### src/rtl/pe_ctrl_if.sv
// ============================================================================
// Module   : pe_ctrl_if
// Purpose  : Host / global-buffer / pe_array control bundle for pe_ctrl.
// Revision : 1.0 - initial release
// ============================================================================
`default_nettype none

interface pe_ctrl_if #(
  parameter int K_WIDTH    = 8,
  parameter int T_WIDTH    = 8,
  parameter int ADDR_WIDTH = 10,
  parameter int SEL_WIDTH  = 3
) ();
  logic                  start_i;
  logic [K_WIDTH-1:0]    k_len_i;
  logic [T_WIDTH-1:0]    tiles_i;
  logic                  busy_o;
  logic                  done_o;
  logic                  rd_en_o;
  logic [ADDR_WIDTH-1:0] rd_addr_o;
  logic                  clr_o;
  logic                  we_o;
  logic                  ob_we_o;
  logic [ADDR_WIDTH-1:0] ob_addr_o;
  logic [SEL_WIDTH-1:0]  ob_sel_o;

  // Host side: issues jobs and observes the sequencer outputs.
  modport master (
    output start_i, k_len_i, tiles_i,
    input  busy_o, done_o, rd_en_o, rd_addr_o, clr_o, we_o,
           ob_we_o, ob_addr_o, ob_sel_o
  );

  modport slave (
    input  start_i, k_len_i, tiles_i,
    output busy_o, done_o, rd_en_o, rd_addr_o, clr_o, we_o,
           ob_we_o, ob_addr_o, ob_sel_o
  );
endinterface

`default_nettype wire

### src/rtl/pe_ctrl.sv
// ============================================================================
// Module   : pe_ctrl
// Purpose  : Tiled matmul sequencer: operand reads, clr/we alignment, drain
//            wait and result write-back for a chain of pe_array columns.
// Revision : 1.0 - initial release
// ============================================================================
`default_nettype none

module pe_ctrl #(
  parameter int COLS       = 8,
  parameter int K_WIDTH    = 8,
  parameter int T_WIDTH    = 8,
  parameter int ADDR_WIDTH = 10,
  parameter int DRAIN_LAT  = 20
) (
  input  wire logic clk_i,
  input  wire logic rst_i,
  pe_ctrl_if.slave  bus
);

  localparam int c_SEL_W = (COLS > 1) ? $clog2(COLS) : 1;
  localparam int c_DRN_W = (DRAIN_LAT > 1) ? $clog2(DRAIN_LAT) : 1;

  typedef enum logic [2:0] {
    S_IDLE  = 3'd0,
    S_FEED  = 3'd1,
    S_DRAIN = 3'd2,
    S_WRITE = 3'd3,
    S_DONE  = 3'd4
  } state_t;

  state_t                r_state;
  state_t                w_state_nxt;

  logic [K_WIDTH-1:0]    r_klen;
  logic [K_WIDTH-1:0]    r_k;
  logic [T_WIDTH-1:0]    r_tiles;
  logic [T_WIDTH-1:0]    r_t;
  logic [c_DRN_W-1:0]    r_dcnt;
  logic [c_SEL_W-1:0]    r_c;
  logic [ADDR_WIDTH-1:0] r_rd_addr;
  logic [ADDR_WIDTH-1:0] r_ob_addr;
  logic                  r_clr;
  logic                  r_we;

  logic                  w_start_ok;
  logic                  w_k_last;
  logic                  w_d_last;
  logic                  w_c_last;
  logic                  w_t_last;

  logic                  w_busy;
  logic                  w_done;
  logic                  w_rd_en;
  logic [ADDR_WIDTH-1:0] w_rd_addr;
  logic                  w_ob_we;
  logic [ADDR_WIDTH-1:0] w_ob_addr;
  logic [c_SEL_W-1:0]    w_ob_sel;

  assign w_start_ok = bus.start_i && (bus.k_len_i != '0) && (bus.tiles_i != '0);
  assign w_k_last   = (r_k == r_klen - K_WIDTH'(1));
  assign w_d_last   = (r_dcnt == c_DRN_W'(DRAIN_LAT - 1));
  assign w_c_last   = (r_c == c_SEL_W'(COLS - 1));
  assign w_t_last   = (r_t == r_tiles - T_WIDTH'(1));

  always_ff @(posedge clk_i) begin
    if (rst_i) begin
      r_state <= S_IDLE;
    end else begin
      r_state <= w_state_nxt;
    end
  end

  always_comb begin
    w_state_nxt = r_state;
    w_busy      = 1'b1;
    w_done      = 1'b0;
    w_rd_en     = 1'b0;
    w_rd_addr   = '0;
    w_ob_we     = 1'b0;
    w_ob_addr   = '0;
    w_ob_sel    = '0;
    case (r_state)
      S_IDLE: begin
        w_busy = 1'b0;
        if (bus.start_i) begin
          w_state_nxt = w_start_ok ? S_FEED : S_DONE;
        end
      end
      S_FEED: begin
        w_rd_en   = 1'b1;
        w_rd_addr = r_rd_addr;
        if (w_k_last) begin
          w_state_nxt = S_DRAIN;
        end
      end
      S_DRAIN: begin
        if (w_d_last) begin
          w_state_nxt = S_WRITE;
        end
      end
      S_WRITE: begin
        w_ob_we   = 1'b1;
        w_ob_addr = r_ob_addr;
        w_ob_sel  = r_c;
        if (w_c_last) begin
          w_state_nxt = w_t_last ? S_DONE : S_FEED;
        end
      end
      S_DONE: begin
        w_done      = 1'b1;
        w_state_nxt = S_IDLE;
      end
      default: begin
        w_busy      = 1'b0;
        w_state_nxt = S_IDLE;
      end
    endcase
  end

  // Address registers run continuously across tiles, so each tile base is
  // the previous base plus K (or COLS) without a multiplier; wrap is natural.
  always_ff @(posedge clk_i) begin
    if (rst_i) begin
      r_klen    <= '0;
      r_tiles   <= '0;
      r_k       <= '0;
      r_t       <= '0;
      r_dcnt    <= '0;
      r_c       <= '0;
      r_rd_addr <= '0;
      r_ob_addr <= '0;
      r_clr     <= 1'b0;
      r_we      <= 1'b0;
    end else begin
      r_clr <= (r_state == S_FEED) && (r_k == '0);
      r_we  <= (r_state == S_FEED) && w_k_last;
      case (r_state)
        S_IDLE: begin
          if (w_start_ok) begin
            r_klen    <= bus.k_len_i;
            r_tiles   <= bus.tiles_i;
            r_k       <= '0;
            r_t       <= '0;
            r_dcnt    <= '0;
            r_c       <= '0;
            r_rd_addr <= '0;
            r_ob_addr <= '0;
          end
        end
        S_FEED: begin
          r_rd_addr <= r_rd_addr + ADDR_WIDTH'(1);
          r_k       <= w_k_last ? '0 : r_k + K_WIDTH'(1);
        end
        S_DRAIN: begin
          r_dcnt <= w_d_last ? '0 : r_dcnt + c_DRN_W'(1);
        end
        S_WRITE: begin
          r_ob_addr <= r_ob_addr + ADDR_WIDTH'(1);
          r_c       <= w_c_last ? '0 : r_c + c_SEL_W'(1);
          if (w_c_last && !w_t_last) begin
            r_t <= r_t + T_WIDTH'(1);
          end
        end
        default: begin
        end
      endcase
    end
  end

  assign bus.busy_o    = w_busy;
  assign bus.done_o    = w_done;
  assign bus.rd_en_o   = w_rd_en;
  assign bus.rd_addr_o = w_rd_addr;
  assign bus.clr_o     = r_clr;
  assign bus.we_o      = r_we;
  assign bus.ob_we_o   = w_ob_we;
  assign bus.ob_addr_o = w_ob_addr;
  assign bus.ob_sel_o  = w_ob_sel;

endmodule

`default_nettype wire

### src/flat_wrapper.sv
// flat-port wrapper written by rule: the top's interface ports become plain ports
module pe_ctrl_flat 
#(
  parameter int COLS       = 8,
  parameter int K_WIDTH    = 8,
  parameter int T_WIDTH    = 8,
  parameter int ADDR_WIDTH = 10,
  parameter int DRAIN_LAT  = 20
)
  (clk_i, rst_i, bus_start_i, bus_k_len_i, bus_tiles_i, bus_busy_o, bus_done_o, bus_rd_en_o, bus_rd_addr_o, bus_clr_o, bus_we_o, bus_ob_we_o, bus_ob_addr_o, bus_ob_sel_o);
  pe_ctrl_if #(.K_WIDTH(K_WIDTH), .T_WIDTH(T_WIDTH), .ADDR_WIDTH(ADDR_WIDTH), .SEL_WIDTH(3)) bus_i ();
  input  wire logic clk_i;
  input  wire logic rst_i;
  input wire logic [$bits(bus_i.start_i)-1:0] bus_start_i;
  input wire logic [$bits(bus_i.k_len_i)-1:0] bus_k_len_i;
  input wire logic [$bits(bus_i.tiles_i)-1:0] bus_tiles_i;
  output wire logic [$bits(bus_i.busy_o)-1:0] bus_busy_o;
  output wire logic [$bits(bus_i.done_o)-1:0] bus_done_o;
  output wire logic [$bits(bus_i.rd_en_o)-1:0] bus_rd_en_o;
  output wire logic [$bits(bus_i.rd_addr_o)-1:0] bus_rd_addr_o;
  output wire logic [$bits(bus_i.clr_o)-1:0] bus_clr_o;
  output wire logic [$bits(bus_i.we_o)-1:0] bus_we_o;
  output wire logic [$bits(bus_i.ob_we_o)-1:0] bus_ob_we_o;
  output wire logic [$bits(bus_i.ob_addr_o)-1:0] bus_ob_addr_o;
  output wire logic [$bits(bus_i.ob_sel_o)-1:0] bus_ob_sel_o;
  assign bus_i.start_i = bus_start_i;
  assign bus_i.k_len_i = bus_k_len_i;
  assign bus_i.tiles_i = bus_tiles_i;
  assign bus_busy_o = bus_i.busy_o;
  assign bus_done_o = bus_i.done_o;
  assign bus_rd_en_o = bus_i.rd_en_o;
  assign bus_rd_addr_o = bus_i.rd_addr_o;
  assign bus_clr_o = bus_i.clr_o;
  assign bus_we_o = bus_i.we_o;
  assign bus_ob_we_o = bus_i.ob_we_o;
  assign bus_ob_addr_o = bus_i.ob_addr_o;
  assign bus_ob_sel_o = bus_i.ob_sel_o;
  pe_ctrl #(.COLS(COLS), .K_WIDTH(K_WIDTH), .T_WIDTH(T_WIDTH), .ADDR_WIDTH(ADDR_WIDTH), .DRAIN_LAT(DRAIN_LAT)) u_core (.clk_i(clk_i), .rst_i(rst_i), .bus(bus_i));
endmodule
### config.mk
export PLATFORM = sky130hd
export DESIGN_NAME = pe_ctrl_flat
export DESIGN_NICKNAME = d
export VERILOG_FILES = /design/src/rtl/pe_ctrl_if.sv /design/src/rtl/pe_ctrl.sv /design/src/flat_wrapper.sv
export SDC_FILE = /design/constraint.sdc
export NUM_CORES = 1
export LEC_CHECK = 0
export BUFFER_PORTS_ARGS = -buffer_cell sky130_fd_sc_hd__buf_2
export CORE_UTILIZATION = 26
export CTS_BUF_LIST = sky130_fd_sc_hd__clkbuf_8
export DETAILED_ROUTE_END_ITERATION = 10
export MAX_ROUTING_LAYER = met4
export SLEW_MARGIN = 30
export SYNTH_ARGS = -nofsm -noshare
export SYNTH_HDL_FRONTEND = slang
export SYNTH_SLANG_ARGS = --single-unit
### constraint.sdc
create_clock -name clk_i -period 2.5 [get_ports clk_i]
set_input_delay 0.125 -clock clk_i [delete_from_list [all_inputs] [get_ports clk_i]]
set_output_delay 0.125 -clock clk_i [all_outputs]
set_load 0.01 [all_outputs]
==> run_results.csv <==
group,metric,value,unit
outcome,status,"finished with violations",
outcome,violations,"design-rule violations",
global_routing,grt_pass1_vias,3211,
worst_setup_path,r2r-start,"u_core.r_tiles[0]",
synth,synth_edf_count,0,
placed_design,port-buffer-count,47,
worst_hold_path,whs_path_depth,3,
worst_setup_path,path_cells,"nand2b_1 -> or2_2 -> inv_1 -> buf_4 -> and2_1 -> buf_2",
timing,tns,0,ns
worst_hold_path,min_path_type,"in -> reg",
worst_hold_path,holdPathEnd,"u_core.r_tiles[5]",
synth,syn_area,3669,µm²
drt,antenna_left,0,
synth,seq_area_frac_synth,35.47,%
worst_setup_path,rr_worst_depth,9,
power,powerDensity,567.3,nW/µm²
floorplanning,dieArea,14590,µm²
synth,synthFlopType,"dfxtp_1",
finish,final_cells,700,
global_routing,busiest_layer,"met2",
power,p_leak,0.001723,µW
job,maxCapViolCount,0,
finish,fill_cells,1462,
worst_setup_path,worst-path-max-fanout,17,
worst_setup_path,cpPeakStageDelay,0.41,ns
cts,postCtsSetupBuffers,0,
placed_design,post-dp-hpwl,6398,µm
synth,synth_top_cell_by_area,"dfxtp_1",
timing,fin_crit,2.289,ns
cts,cts_resized,0,
synth,syn_nets,505,
drt,dr.pass1.iters,7,
synth,ys_ff_latch,65,
finish,n_antenna_cell,0,
drt,via_count,3396,
global_routing,antenna_found_initial,0,
synth,yosysMostFrequentCell,"dfxtp_1",
worst_setup_path,rr_endpoint,"u_core.r_t[4]",
drt,drt-total-wl,8626,µm
timing,hold_viol,0,
placed_design,gp_congestion,0.8004,
floorplanning,core-area,13830,µm²
floorplanning,start_util,26.53,%
global_routing,use_met2,19.83,%
cts,clk_pin_slew_worst_paths,0.07,ns
cts,clk_path_buf_depth,2,
worst_setup_path,critPathSlowestCell,"dfxtp_1",
timing,fmax,436.9,MHz
cts,holdBufCountCts,0,
drt,drt-initial-drc-count,239,
floorplanning,row_count,43,
worst_setup_path,critical_path_arrival,2.16,ns
worst_setup_path,critPathBufInv,3,
worst_setup_path,critPathLaunchType,"flop",
floorplanning,ioPinCount,48,
timing,slew_viol_final,0,
synth,yosys_warnings,0,
timing,fin_ws,0.2111,ns
timing,slew_headroom,59.70,%
cts,cts.htree.levels,3,
synth,async_flop_share,0,%
timing,skew,0.008481,ns
finish,drive_above_1_share,15.96,%
power,ir_worst_vdd,0.0002234,V
timing,setup_viol,0,
synth,yosys.area.top_type_share,35.47,%
floorplanning,die_h,120.8,µm
cts,cts_tree,"built",
global_routing,track_usage,12.73,%
cts,clock_latency,0.34,ns
global_routing,gr-total-overflow,0,
worst_setup_path,critPathRequiredTime,2.38,ns
global_routing,met1_usage,16.12,%
worst_setup_path,critical_path_class,"reg -> out",
drt,viasPerCell,4.851,
worst_setup_path,crit_family,"simple AND/OR/NAND/NOR gates",
finish,area_delta_synth_final,16.64,%
drt,wire_per_inst,12.32,µm
synth,synth_common_cells,"65 x dfxtp_1, 61 x nand2_1, 61 x nor2_1, 37 x a21oi_1, 26 x nand3_1",
drt,drc,2,
finish,fin_nets,544,
synth,synthCells,476,
cts,cts.sinks,65,
worst_setup_path,r2r_slack,0.28,ns
global_routing,grt_pass1_wl,14560,µm
cts,cts_buffers,9,
worst_setup_path,cp-end-kind,"output pin",
worst_hold_path,hp-start,"bus_tiles_i[5]",
placed_design,pre_cts_ws,0.2845,ns
timing,finalCritPeriodShare,91.56,%
synth,synthTopCellsByArea,"dfxtp_1 35%, nand2_1 6.2%, nor2_1 6.2%, a21oi_1 5.0%, and2_1 4.3%",
placed_design,dp_cells,684,
timing,max_slew.worst_pin.slew,0.5992,ns
cts,clockRootBuffer,"clkbuf_8",
timing,grt_setup_unrepaired,"false",
global_routing,gr-usage-met3,3.679,%
global_routing,grt_max_degree,35,
floorplanning,dieWidth,120.8,µm
synth,syn_avg_cell_area,7.707,µm²
synth,synth.distinct_cells,56,
==> worst reg2reg max path: stages (launching register included) <==
cell,delay [ns]
dfxtp_1,0.43
inv_1,0.07
ha_1,0.30
o21ba_2,0.23
a221oi_1,0.28
a41oi_1,0.11
o21bai_2,0.33
a21oi_1,0.14
xnor2_1,0.16
nor2_1,0.05
==> report_power, final <==
part	internal, µW	total, µW	switching [µW]
registers	1070	1110	47.1
logic	155	390	235
clock network	534	923	390
total	1760	2430	672
==> stage by stage <==
stage	instance area, µm²	utilization, %	power [µW]	hold slack [ns]
after floorplan	3669	-	1427	0.2610
after global placement	4071	29.45	1520	0.3847
after detailed placement	4071	29.45	1530	0.3870
after CTS	4279	30.95	2465	0.02310
after global routing	4279	30.95	2571	0.02904
final	4279	30.95	2428	0.03498
==> cell type report <==
cell class | count | area, µm² | share of cell area (%)
inverters | 11 | 41.29 | 0.9649
clock inverters | 4 | 42.54 | 0.9942
multi-input cells | 374 | 2216 | 51.78
clock buffers | 12 | 165.2 | 3.860
flip-flops and latches | 65 | 1301 | 30.41
well taps | 180 | 225.2 | 5.263
repair buffers | 54 | 287.8 | 6.725
==> flip-flops by register name (all words and copies together), names as in the netlist <==
signal	count
u_core.bus.clr_o	1
u_core.bus.we_o	1
u_core.r_c	3
u_core.r_dcnt	5
u_core.r_k	8
u_core.r_klen	8
u_core.r_ob_addr	10
u_core.r_rd_addr	10
u_core.r_state	3
u_core.r_t	8
u_core.r_tiles	8
==> worst max path at each step <==
stage | startpoint | to | slack [ns] | depth (start not counted)
global route | u_core.r_state[1] | bus_rd_addr_o[4] | 0.07 | 6
CTS | u_core.r_state[1] | bus_rd_addr_o[2] | 0.19 | 6
global placement | u_core.r_tiles[2] | u_core.r_t[5] | 0.34 | 7
finish | u_core.r_state[1] | bus_rd_addr_o[2] | 0.21 | 6
detailed placement | u_core.r_klen[0] | u_core.r_k[1] | 0.28 | 7
floorplan | u_core.r_tiles[0] | u_core.r_t[5] | 0.42 | 10
==> logic make-up (layout without fill, tap and decap cells) <==
kind of cell	count (synthesis)	count (layout)	share of synthesized area, %
AO/OA/AOI/OAI	101	101	18.59
XOR/XNOR	26	26	6.207
adder cells (fa/ha/maj)	10	10	3.411
buffers and inverters	37	81	4.127
flip-flops	65	65	35.47
multiplexers	3	3	0.8186
AND/OR/NAND/NOR	234	234	31.38
==> metal layers <==
layer	up-vias	wire, µm
met5	-	0
met4	0	67
met3	11	406
met2	64	3912
met1	1578	4239
li1	1743	-
==> placed cells by master (no fill, tap or decap), types with 5 or more instances in the layout <==
master	synthesis	final
nand3_1	26	26
o21ai_0	18	18
a22oi_1	10	10
buf_2	4	47
clkbuf_8	0	12
nand2_1	61	61
and2_1	25	25
nor2_1	61	61
and3_1	15	15
a21oi_1	37	37
buf_4	0	7
xor2_1	9	9
dfxtp_1	65	65
nor3b_1	5	5
ha_1	10	10
a211oi_1	5	5
nor3_1	12	12
inv_1	10	12
nor4_1	5	5
xnor2_1	17	17
Power figures use the tool's default switching activity.
